`config.mk`:
```
export PLATFORM = sky130hd
export DESIGN_NAME = uart_tx_frame_gen
export DESIGN_NICKNAME = d
export VERILOG_FILES = /design/src/rtl/uart_tx_frame_gen.sv
export SDC_FILE = /design/constraint.sdc
export NUM_CORES = 1
export LEC_CHECK = 0
export BUFFER_PORTS_ARGS = -buffer_cell sky130_fd_sc_hd__buf_2
export CORE_ASPECT_RATIO = 1.75
export CORE_MARGIN = 1.5
export CORE_UTILIZATION = 60
export CTS_BUF_LIST = sky130_fd_sc_hd__clkbuf_4
export CTS_CLUSTER_SIZE = 14
export DETAILED_ROUTE_END_ITERATION = 10
export PLACE_DENSITY = 0.82
export SLEW_MARGIN = 20
export SYNTH_ARGS = -nofsm -noshare
export SYNTH_HDL_FRONTEND = slang
export SYNTH_SLANG_ARGS = --single-unit
```
`constraint.sdc`:
```
create_clock -name clk -period 3.5 [get_ports clk]
set_input_delay 0.175 -clock clk [delete_from_list [all_inputs] [get_ports clk]]
set_output_delay 0.175 -clock clk [all_outputs]
set_load 0.01 [all_outputs]
```
`src/rtl/uart_tx_frame_gen.sv`:
```
// UART transmitter with run-time bit period, 1/2 stop bits, optional parity and a tx_done pulse.
// Frame parameters are shadowed at accept so the live inputs may change freely mid-frame.
module uart_tx_frame_gen #(
    parameter int unsigned DATA_WIDTH = 8,
    parameter int unsigned PRESC_W    = 6
) (
    input  logic                  clk,
    input  logic                  rst,
    input  logic [DATA_WIDTH-1:0] p_data,
    input  logic                  data_valid,
    input  logic                  par_en,
    input  logic                  par_typ,
    input  logic                  stop2,
    input  logic [PRESC_W-1:0]    prescale,
    output logic                  tx_out,
    output logic                  busy,
    output logic                  tx_done
);

    localparam int unsigned IdxW = (DATA_WIDTH > 1) ? $clog2(DATA_WIDTH) : 1;
    localparam logic [IdxW-1:0] IdxLast = IdxW'(DATA_WIDTH - 1);

    typedef enum logic [2:0] {StIdle, StStart, StData, StParity, StStop} state_e;

    state_e                state_q, state_d;
    logic [PRESC_W-1:0]    baud_q, baud_d;
    logic [IdxW-1:0]       idx_q, idx_d;
    logic                  stop_half_q, stop_half_d;
    logic [DATA_WIDTH-1:0] data_q, data_d;
    logic                  par_en_q, par_en_d;
    logic                  par_typ_q, par_typ_d;
    logic                  stop2_q, stop2_d;
    logic [PRESC_W-1:0]    presc_q, presc_d;
    logic                  tx_q, tx_d;
    logic                  busy_q, busy_d;
    logic                  done_q, done_d;
    logic                  baud_last;

    assign baud_last = (baud_q == presc_q - PRESC_W'(1));

    always_comb begin
        state_d     = state_q;
        baud_d      = baud_q;
        idx_d       = idx_q;
        stop_half_d = stop_half_q;
        data_d      = data_q;
        par_en_d    = par_en_q;
        par_typ_d   = par_typ_q;
        stop2_d     = stop2_q;
        presc_d     = presc_q;
        done_d      = 1'b0;

        unique case (state_q)
            StIdle: begin
                if (data_valid) begin
                    data_d      = p_data;
                    par_en_d    = par_en;
                    par_typ_d   = par_typ;
                    stop2_d     = stop2;
                    presc_d     = (prescale == '0) ? PRESC_W'(1) : prescale;
                    baud_d      = '0;
                    idx_d       = '0;
                    stop_half_d = 1'b0;
                    state_d     = StStart;
                end
            end
            StStart: begin
                if (baud_last) begin
                    baud_d  = '0;
                    idx_d   = '0;
                    state_d = StData;
                end else begin
                    baud_d = baud_q + PRESC_W'(1);
                end
            end
            StData: begin
                if (baud_last) begin
                    baud_d = '0;
                    if (idx_q == IdxLast) begin
                        state_d     = par_en_q ? StParity : StStop;
                        stop_half_d = 1'b0;
                    end else begin
                        idx_d = idx_q + IdxW'(1);
                    end
                end else begin
                    baud_d = baud_q + PRESC_W'(1);
                end
            end
            StParity: begin
                if (baud_last) begin
                    baud_d      = '0;
                    stop_half_d = 1'b0;
                    state_d     = StStop;
                end else begin
                    baud_d = baud_q + PRESC_W'(1);
                end
            end
            StStop: begin
                if (baud_last) begin
                    baud_d = '0;
                    // Two stop bits: run the bit period a second time before finishing.
                    if (stop2_q && !stop_half_q) begin
                        stop_half_d = 1'b1;
                    end else begin
                        stop_half_d = 1'b0;
                        done_d      = 1'b1;
                        state_d     = StIdle;
                    end
                end else begin
                    baud_d = baud_q + PRESC_W'(1);
                end
            end
            default: state_d = StIdle;
        endcase
    end

    // Outputs are decoded from the next state so they are registered yet aligned with it.
    always_comb begin
        tx_d   = 1'b1;
        busy_d = (state_d != StIdle);
        unique case (state_d)
            StIdle:   tx_d = 1'b1;
            StStart:  tx_d = 1'b0;
            StData:   tx_d = data_d[idx_d];
            StParity: tx_d = (^data_d) ^ par_typ_d;
            StStop:   tx_d = 1'b1;
            default:  tx_d = 1'b1;
        endcase
    end

    always_ff @(posedge clk) begin
        if (rst) begin
            state_q     <= StIdle;
            baud_q      <= '0;
            idx_q       <= '0;
            stop_half_q <= 1'b0;
            data_q      <= '0;
            par_en_q    <= 1'b0;
            par_typ_q   <= 1'b0;
            stop2_q     <= 1'b0;
            presc_q     <= '0;
            tx_q        <= 1'b1;
            busy_q      <= 1'b0;
            done_q      <= 1'b0;
        end else begin
            state_q     <= state_d;
            baud_q      <= baud_d;
            idx_q       <= idx_d;
            stop_half_q <= stop_half_d;
            data_q      <= data_d;
            par_en_q    <= par_en_d;
            par_typ_q   <= par_typ_d;
            stop2_q     <= stop2_d;
            presc_q     <= presc_d;
            tx_q        <= tx_d;
            busy_q      <= busy_d;
            done_q      <= done_d;
        end
    end

    assign tx_out  = tx_q;
    assign busy    = busy_q;
    assign tx_done = done_q;

endmodule

```
## After elaboration in Yosys (flattened, before gate mapping)

Index checks and enable logic that the tools add are counted.

| word-level totals | value |
|---|---|
| bits in registers | 33 |
| bits in latches | 0 |
| bits in writable memories | 0 |
| memory bits (read-only) | 0 |
| bits of input ports | 20 |
| output and inout port bits | 3 |
| word-level logic and storage cells | 79 |
| memories | 0 |

| operators by class | value |
|---|---|
| add/subtract/negate cells | 3 |
| multipliers | 0 |
| divide/modulo/power cells | 0 |
| magnitude comparators | 1 |
| equal/unequal tests | 14 |
| shift-type cells | 0 |
| multiplexer cells | 33 |
| bitwise logic cells | 3 |
| reductions and logical operators | 13 |

Operator list:

| kind | count |
|---|---|
| $mux 3 | 12 |
| $mux 6 | 3 |
| $mux 8 | 2 |
| $pmux 3 s5 | 1 |
| $eq 3x2->1 const B | 4 |
| $pmux 6 s2 | 1 |
| $mux 1 | 10 |
| $ne 2x2->1 const B | 5 |
| $pmux 3 s3 | 1 |
| $reduce_xor 8->1 | 1 |
| $add 6x1->6 const B | 1 |
| $eq 3x1->1 const B | 2 |
| $eq 3x3->1 const B | 2 |
| $eq 6x6->1 | 1 |
| $logic_not 6->1 | 1 |
| $reduce_and 6->1 | 1 |
| $sub 6x1->6 const B | 1 |
| $lt 3x4->1 const B | 1 |
| $pmux 1 s4 | 1 |
| $reduce_and 2->1 | 2 |
| $reduce_bool 4->1 | 1 |
| $reduce_or 4->1 | 1 |
| $add 3x1->3 const B | 1 |
| $bmux 1 s3 | 1 |
| 9 further kinds | 10 |

## Logic depth before layout (Yosys ltp)

| logic depth | value |
|---|---|
| depth after elaboration | 7 |
| depth in mapped cells | 12 |
| gate-level depth less buffers | 11 |

## Worst setup path before layout

Ideal clock, no wire load.

| timing path | value |
|---|---|
| path kind | register to register |
| start point | register presc_q[0] |
| end point | register tx_q (netlist: tx_out) |
| setup time | 0.131 ns |
| data arrival time | 2.475 ns |
| data required time | 3.369 ns |
| setup slack | 0.894 ns |
| cell stages (with the launch flop) | 13 |
| path buffers | 1 |
| clock period less this slack | 2.606 ns |
| cells stage by stage | dfxtp_1 -> inv_1 -> ha_1 -> xnor2_1 -> a21o_1 -> o21ai_2 -> and4_1 -> buf_6 -> and4b_4 -> mux2i_4 -> mux2i_1 -> a2111oi_2 -> a211oi_2 |

| between the ends | value |
|---|---|
| longest elaborated chain between the ends | 7 |
| elaborated cells on any way between the ends | 16 |
| classes of those cells | add/sub (1); eq/ne (4); mux (11) |

Ends and longest elaborated chain:

| item | line | RTL |
|---|---|---|
| start, declared | 33 | `logic [PRESC_W-1:0] presc_q, presc_d;` |
| start signal, assigned | 154 | `presc_q <= presc_d;` |
| $sub 6x1->6 (*) | 39 | `assign baud_last = (baud_q == presc_q - PRESC_W'(1));` |
| $eq 6x6->1 (*) | 39 |  |
| $mux 3, on equally long branches | 77, 68 |  |
| $pmux 3 s3 | 53 | `unique case (state_q)` |
| $bmux 1 s3 | 124 | `StData: tx_d = data_d[idx_d];` |
| $mux 1 (implied by the code) | 124 |  |
| $pmux 1 s3 (*) | 121 | `unique case (state_d)` |
| end signal, assigned | 155 | `tx_q <= tx_d;` |
| end, declared | 34 | `logic tx_q, tx_d;` |

Mark *: on every way between the ends. The rest lies on a longest branch, timed or not. The select of a mux whose other input is x is not followed.
A chain may end at the register's enable or synchronous reset.

## Worst setup path after layout

Same ends and word-level chain as after synthesis.

==> impl_results.html <==
<table>
<tr><th>Metric</th><th>Value</th></tr>
<tr><th colspan="2">Timing</th></tr>
<tr><td>Number of max-slew violations in the final report</td><td>0</td></tr>
<tr><td>Clk_skew</td><td>0.00793 ns</td></tr>
<tr><td>Worst slew margin relative to its limit</td><td>58.8%</td></tr>
<tr><td>Achievable clock frequency</td><td>342 MHz</td></tr>
<tr><td>Setup tns final</td><td>0 ns</td></tr>
<tr><td>Number of failing hold endpoints at the final stage</td><td>0</td></tr>
<tr><td>Time the worst path needs with I/O delays and setup</td><td>just under 3 ns</td></tr>
<tr><td>Final worst-path cycle share</td><td>about 84%</td></tr>
<tr><td>RSZ-0062 raised after global routing</td><td>no</td></tr>
<tr><td>Slew of the pin with the lowest slew margin</td><td>0.615 ns</td></tr>
<tr><td>Setup violations, final</td><td>0</td></tr>
<tr><th colspan="2">Drt</th></tr>
<tr><td>Total via count in the routed design</td><td>1661</td></tr>
<tr><td>Total wire length</td><td>4210 um</td></tr>
<tr><td>Post-route ant nets</td><td>0</td></tr>
<tr><td>Routed met1 length</td><td>~1600 um</td></tr>
<tr><td>Detailed Route Iter0 Violations</td><td>69</td></tr>
<tr><td>Highest signal layer in the routed design</td><td>met4</td></tr>
<tr><td>Met3 Wirelength</td><td>109 um</td></tr>
<tr><td>DRC violation count after routing</td><td>0</td></tr>
<tr><td>Post-detailed-route via-to-cell ratio</td><td>5.63</td></tr>
<tr><td>Detailed route wirelength on metal2</td><td>2350 um</td></tr>
<tr><td>Wire per inst</td><td>14.3 um</td></tr>
<tr><td>First-pass iteration count of the detailed router</td><td>4</td></tr>
<tr><th colspan="2">Floorplanning</th></tr>
<tr><td>Die Wd</td><td>between 40 and 50 um</td></tr>
<tr><td>Core area</td><td>3140 um2</td></tr>
<tr><td>Die area</td><td>3660 um2</td></tr>
<tr><td>Die Y-Extent</td><td>78.9 um</td></tr>
<tr><td>Top-Level Pins</td><td>23</td></tr>
<tr><td>Row count</td><td>27</td></tr>
<tr><td>Initial core utilization</td><td>62.8%</td></tr>
<tr><th colspan="2">Clocking</th></tr>
<tr><td>TritonCTS clock tree</td><td>yes</td></tr>
<tr><td>CTS H-Tree Depth</td><td>2</td></tr>
<tr><td>Clock-pin slew on the worst setup and hold paths</td><td>0.10 ns</td></tr>
<tr><td>Post-CTS setup-driven buffer insertion count</td><td>0</td></tr>
<tr><td>Clock Latency Late Sink</td><td>0.34 ns</td></tr>
<tr><td>CTS Buf Count</td><td>5</td></tr>
<tr><td>Count of hold buffers inserted by post-cts repair</td><td>0</td></tr>
<tr><td>Cell at the root of the clock tree</td><td>sky130_fd_sc_hd__clkbuf_4</td></tr>
<tr><td>Clock Tree Buf Depth</td><td>2</td></tr>
<tr><td>Post_cts resized</td><td>0</td></tr>
<tr><td>Number of clock sinks seen by CTS</td><td>33</td></tr>
<tr><th colspan="2">Yosys</th></tr>
<tr><td>Fraction of registers with async set or reset after synthesis</td><td>0%</td></tr>
<tr><td>Post-synthesis area per instance</td><td>~8.5 um2</td></tr>
<tr><td>Combinational family with the most area after synthesis</td><td>simple AND/OR/NAND/NOR gates</td></tr>
<tr><td>Sequential element share of the synthesized area</td><td>between 30% and 40%</td></tr>
<tr><td>Area fraction in compound gates after synthesis</td><td>16.5%</td></tr>
<tr><td>Area share of and/or/nand/nor cells after synthesis</td><td>around a quarter</td></tr>
<tr><td>Post-synthesis share of cell area spent on full adders, half adders and majority gates</td><td>1.90%</td></tr>
<tr><td>Instance count of the mapped netlist</td><td>231</td></tr>
<tr><td>Total of warnings raised by yosys</td><td>0</td></tr>
<tr><td>Xor-xnor portion of the synthesized cell area</td><td>11.1%</td></tr>
<tr><td>Net count after synthesis</td><td>between 200 and 300</td></tr>
<tr><td>EDFF count, synth</td><td>0</td></tr>
<tr><td>Most frequently used flop master after synthesis</td><td>sky130_fd_sc_hd__dfxtp_1</td></tr>
<tr><td>Count of state elements after synthesis</td><td>33</td></tr>
<tr><td>Portion of netlist area occupied by mux cells</td><td>5.70%</td></tr>
<tr><td>Post-synthesis instance area</td><td>just under 2000 um2</td></tr>
<tr><td>Synth unique cells</td><td>57</td></tr>
<tr><th colspan="2">Worst setup path</th></tr>
<tr><td>Crit path kind</td><td>reg2reg</td></tr>
<tr><td>Total stage count of the critical path</td><td>11</td></tr>
<tr><td>Ordered cell list for the critical path</td><td>inv_1 -&gt; ha_1 -&gt; xnor2_1 -&gt; a21o_1 -&gt; o21ai_2 -&gt; and4_1 -&gt; and4b_4 -&gt; mux2i_4 -&gt; mux2i_1 -&gt; a2111oi_2 -&gt; a211oi_2</td></tr>
<tr><td>Crit path buf inv count</td><td>1</td></tr>
<tr><td>Family with the most delay on the worst path</td><td>compound AO/OA/AOI/OAI gates</td></tr>
<tr><td>Maximum fanout along the worst path</td><td>9</td></tr>
<tr><td>CP Capture Type</td><td>flip-flop</td></tr>
<tr><td>Setup crit start kind</td><td>flip-flop</td></tr>
<tr><td>Worst R2R Path Depth</td><td>11</td></tr>
<tr><td>FF-to-FF End</td><td>tx_out</td></tr>
<tr><td>Reg-to-reg slack, setup</td><td>0.58 ns</td></tr>
<tr><td>Slowest library cell on the worst path</td><td>sky130_fd_sc_hd__dfxtp_1</td></tr>
<tr><td>WP data required</td><td>between 3 and 4 ns</td></tr>
<tr><td>Delay of the slowest critical-path stage</td><td>0.44 ns</td></tr>
<tr><td>WP data arrival</td><td>3.16 ns</td></tr>
<tr><td>Critical path destination</td><td>tx_out</td></tr>
<tr><td>Critical path origin</td><td>presc_q[0]</td></tr>
<tr><td>RR Startpoint</td><td>presc_q[0]</td></tr>
<tr><th colspan="2">Outcome</th></tr>
<tr><td>Result of the run</td><td>complete, no violations</td></tr>
<tr><th colspan="2">Place</th></tr>
<tr><td>Number of buffers added on ports</td><td>22</td></tr>
<tr><td>Placed wire-length estimate</td><td>3140 um</td></tr>
<tr><td>Final estimated routing congestion in global placement</td><td>between 0.9 and 1</td></tr>
<tr><td>Number of instances in the placed design</td><td>approximately 290</td></tr>
<tr><th colspan="2">Job</th></tr>
<tr><td>Total of max-cap violations</td><td>0</td></tr>
<tr><th colspan="2">Power</th></tr>
<tr><td>Net switching power of the design</td><td>232 uW</td></tr>
<tr><td>Design internal power</td><td>551 uW</td></tr>
<tr><td>Part of the total power dissipated in combinational logic</td><td>20.4%</td></tr>
<tr><td>Portion of total power attributed to sequential cells</td><td>52.2%</td></tr>
<tr><td>Total power divided by cell area</td><td>roughly 370 nW/um2</td></tr>
<tr><td>Cell leakage power</td><td>between 0.8 and 0.9 nW</td></tr>
<tr><td>Worst vdd ir</td><td>306 uV</td></tr>
<tr><td>Clock network fraction of total power</td><td>27.3%</td></tr>
<tr><td>Total power</td><td>783 uW</td></tr>
<tr><td>Switching share of total power</td><td>29.6%</td></tr>
<tr><th colspan="2">Final layout</th></tr>
<tr><td>Count of nets after finishing</td><td>274</td></tr>
<tr><td>Fraction of final layout cells with drive strength greater than 1</td><td>21.0%</td></tr>
<tr><td>Area growth from synthesis to final layout</td><td>7.54%</td></tr>
<tr><td>Post-Layout Cell Count</td><td>about 300</td></tr>
<tr><td>Ant diodes</td><td>0</td></tr>
<tr><th colspan="2">Min path</th></tr>
<tr><td>Hold Crit Class</td><td>in2reg</td></tr>
<tr><th colspan="2">Global routing</th></tr>
<tr><td>Pin count of the biggest net entering global routing</td><td>25</td></tr>
<tr><td>Number of antenna violations at the first check in global routing</td><td>0</td></tr>
<tr><td>Global route overflow</td><td>0</td></tr>
<tr><td>First-pass GRT wire length</td><td>7270 um</td></tr>
<tr><td>Total global-route track usage</td><td>27.1%</td></tr>
<tr><td>Number of global-route vias before repair</td><td>1619</td></tr>
</table>
power by group through the flow:
stage | Clock [mW] | Sequential [mW] | Combinational (mW)
floorplan | 0 | 0.414 | 0.122
global placement | 0 | 0.416 | 0.158
detailed placement | 0 | 0.417 | 0.160
CTS | 0.220 | 0.409 | 0.161
global route | 0.236 | 0.411 | 0.182
finish | 0.214 | 0.409 | 0.160
worst register-to-register path, stage by stage, from the launching register on:
cell and delay, ns:
sky130_fd_sc_hd__dfxtp_1 0.44, sky130_fd_sc_hd__inv_1 0.09, sky130_fd_sc_hd__ha_1 0.25, sky130_fd_sc_hd__xnor2_1 0.14
sky130_fd_sc_hd__a21o_1 0.19, sky130_fd_sc_hd__o21ai_2 0.15, sky130_fd_sc_hd__and4_1 0.39, sky130_fd_sc_hd__and4b_4 0.32
sky130_fd_sc_hd__mux2i_4 0.29, sky130_fd_sc_hd__mux2i_1 0.13, sky130_fd_sc_hd__a2111oi_2 0.37, sky130_fd_sc_hd__a211oi_2 0.05
worst min-delay path by stage:
stage	startpoint	to	cells after the start
2_1_floorplan	rst	tx_done	1
3_3_place_gp	prescale[3]	presc_q[3]	3
3_5_place_dp	prescale[2]	presc_q[2]	3
4_1_cts	par_en	par_en_q	3
5_1_grt	par_en	par_en_q	3
6_report	par_en	par_en_q	3
routing by layer:
metal | GRT usage, % | vias to the layer above
met4 | 14.0 | 0
met5 | 0 | -
met1 | 30.0 | 773
met3 | 4.32 | 13
met2 | 46.5 | 32
li1 | - | 843
synth_stat cells, types with 3 or more instances:
master | instances | share of area (%)
sky130_fd_sc_hd__mux2i_1 | 9 | 4.6
sky130_fd_sc_hd__nor3_1 | 4 | 1.0
sky130_fd_sc_hd__nand3_1 | 4 | 1.0
sky130_fd_sc_hd__a21oi_1 | 19 | 4.8
sky130_fd_sc_hd__nand2_1 | 31 | 5.9
sky130_fd_sc_hd__nor2_1 | 24 | 4.6
sky130_fd_sc_hd__inv_1 | 8 | 1.5
sky130_fd_sc_hd__o211ai_1 | 3 | 1.1
sky130_fd_sc_hd__xor2_1 | 6 | 2.7
sky130_fd_sc_hd__dfxtp_1 | 33 | 33
sky130_fd_sc_hd__ha_1 | 3 | 1.9
sky130_fd_sc_hd__a31oi_1 | 5 | 1.6
sky130_fd_sc_hd__clkbuf_1 | 4 | 0.76
sky130_fd_sc_hd__xnor2_1 | 19 | 8.4
sky130_fd_sc_hd__buf_6 | 3 | 1.7
logic make-up (layout without fill, tap and decap cells):
| kind of cell | count (synthesis) | count (layout) |
|---|---|---|
| AND/OR/NAND/NOR | 93 | 93 |
| AO/OA/AOI/OAI | 48 | 48 |
| flip-flops | 33 | 33 |
| XOR/XNOR | 25 | 25 |
| buffers and inverters | 19 | 40 |
| multiplexers | 10 | 10 |
| adder cells (fa/ha/maj) | 3 | 3 |
layout make-up:
cell class / instances / area (um2)
fillers: 294 / 1020
well taps: 43 / 53.8
repair buffers: 24 / 125
clock buffers: 6 / 45.0
clock inverters: 2 / 10.0
multi-input cells: 179 / 1200
inverters: 8 / 30.0
flip-flops and latches: 33 / 661
cells in the final DEF (no fill, tap or decap), types with 2 or more instances in the layout:
cell	synthesis	routed
sky130_fd_sc_hd__o211ai_1	3	3
sky130_fd_sc_hd__nand2b_1	2	2
sky130_fd_sc_hd__o21ai_0	2	2
sky130_fd_sc_hd__buf_4	2	2
sky130_fd_sc_hd__clkbuf_4	1	6
sky130_fd_sc_hd__nor2_1	24	24
sky130_fd_sc_hd__clkinv_2	0	2
sky130_fd_sc_hd__and2_2	2	2
sky130_fd_sc_hd__a21o_1	2	2
sky130_fd_sc_hd__a21oi_1	19	19
sky130_fd_sc_hd__nor3_1	4	4
sky130_fd_sc_hd__ha_1	3	3
sky130_fd_sc_hd__dfxtp_1	33	33
sky130_fd_sc_hd__and4_2	2	2
sky130_fd_sc_hd__o21a_1	2	2
sky130_fd_sc_hd__nand2_1	31	31
sky130_fd_sc_hd__and3_2	2	2
sky130_fd_sc_hd__or2_2	2	2
sky130_fd_sc_hd__nand4_1	2	2
sky130_fd_sc_hd__and4_1	2	2
sky130_fd_sc_hd__inv_1	8	8
sky130_fd_sc_hd__xnor2_1	19	19
sky130_fd_sc_hd__nand3_1	4	4
sky130_fd_sc_hd__or3_1	2	2
sky130_fd_sc_hd__nor2b_1	2	2
sky130_fd_sc_hd__a31oi_1	5	5
sky130_fd_sc_hd__mux2i_1	9	9
sky130_fd_sc_hd__and3_1	2	2
sky130_fd_sc_hd__xor2_1	6	6
sky130_fd_sc_hd__buf_2	0	22
per-stage QoR:
step / hold slack, ns / setup slack (ns) / area (um2) / utilization, %
after detailed placement: 0.433 / 0.611 / 2070 / 65.8
after CTS: 0.0595 / 0.590 / 2120 / 67.6
after global routing: 0.0646 / 0.363 / 2120 / 67.6
after global placement: 0.425 / 0.708 / 2070 / 65.8
final: 0.0643 / 0.576 / 2120 / 67.6
after floorplan: 0.251 / 0.894 / 1970 / -
registers in the layout, indices dropped and copies added (netlist names), 3 cells and up:
name     count
idx_q        3
state_q      3
baud_q       6
data_q       8
presc_q      6
No activity file was read; power rests on OpenSTA's default activity.
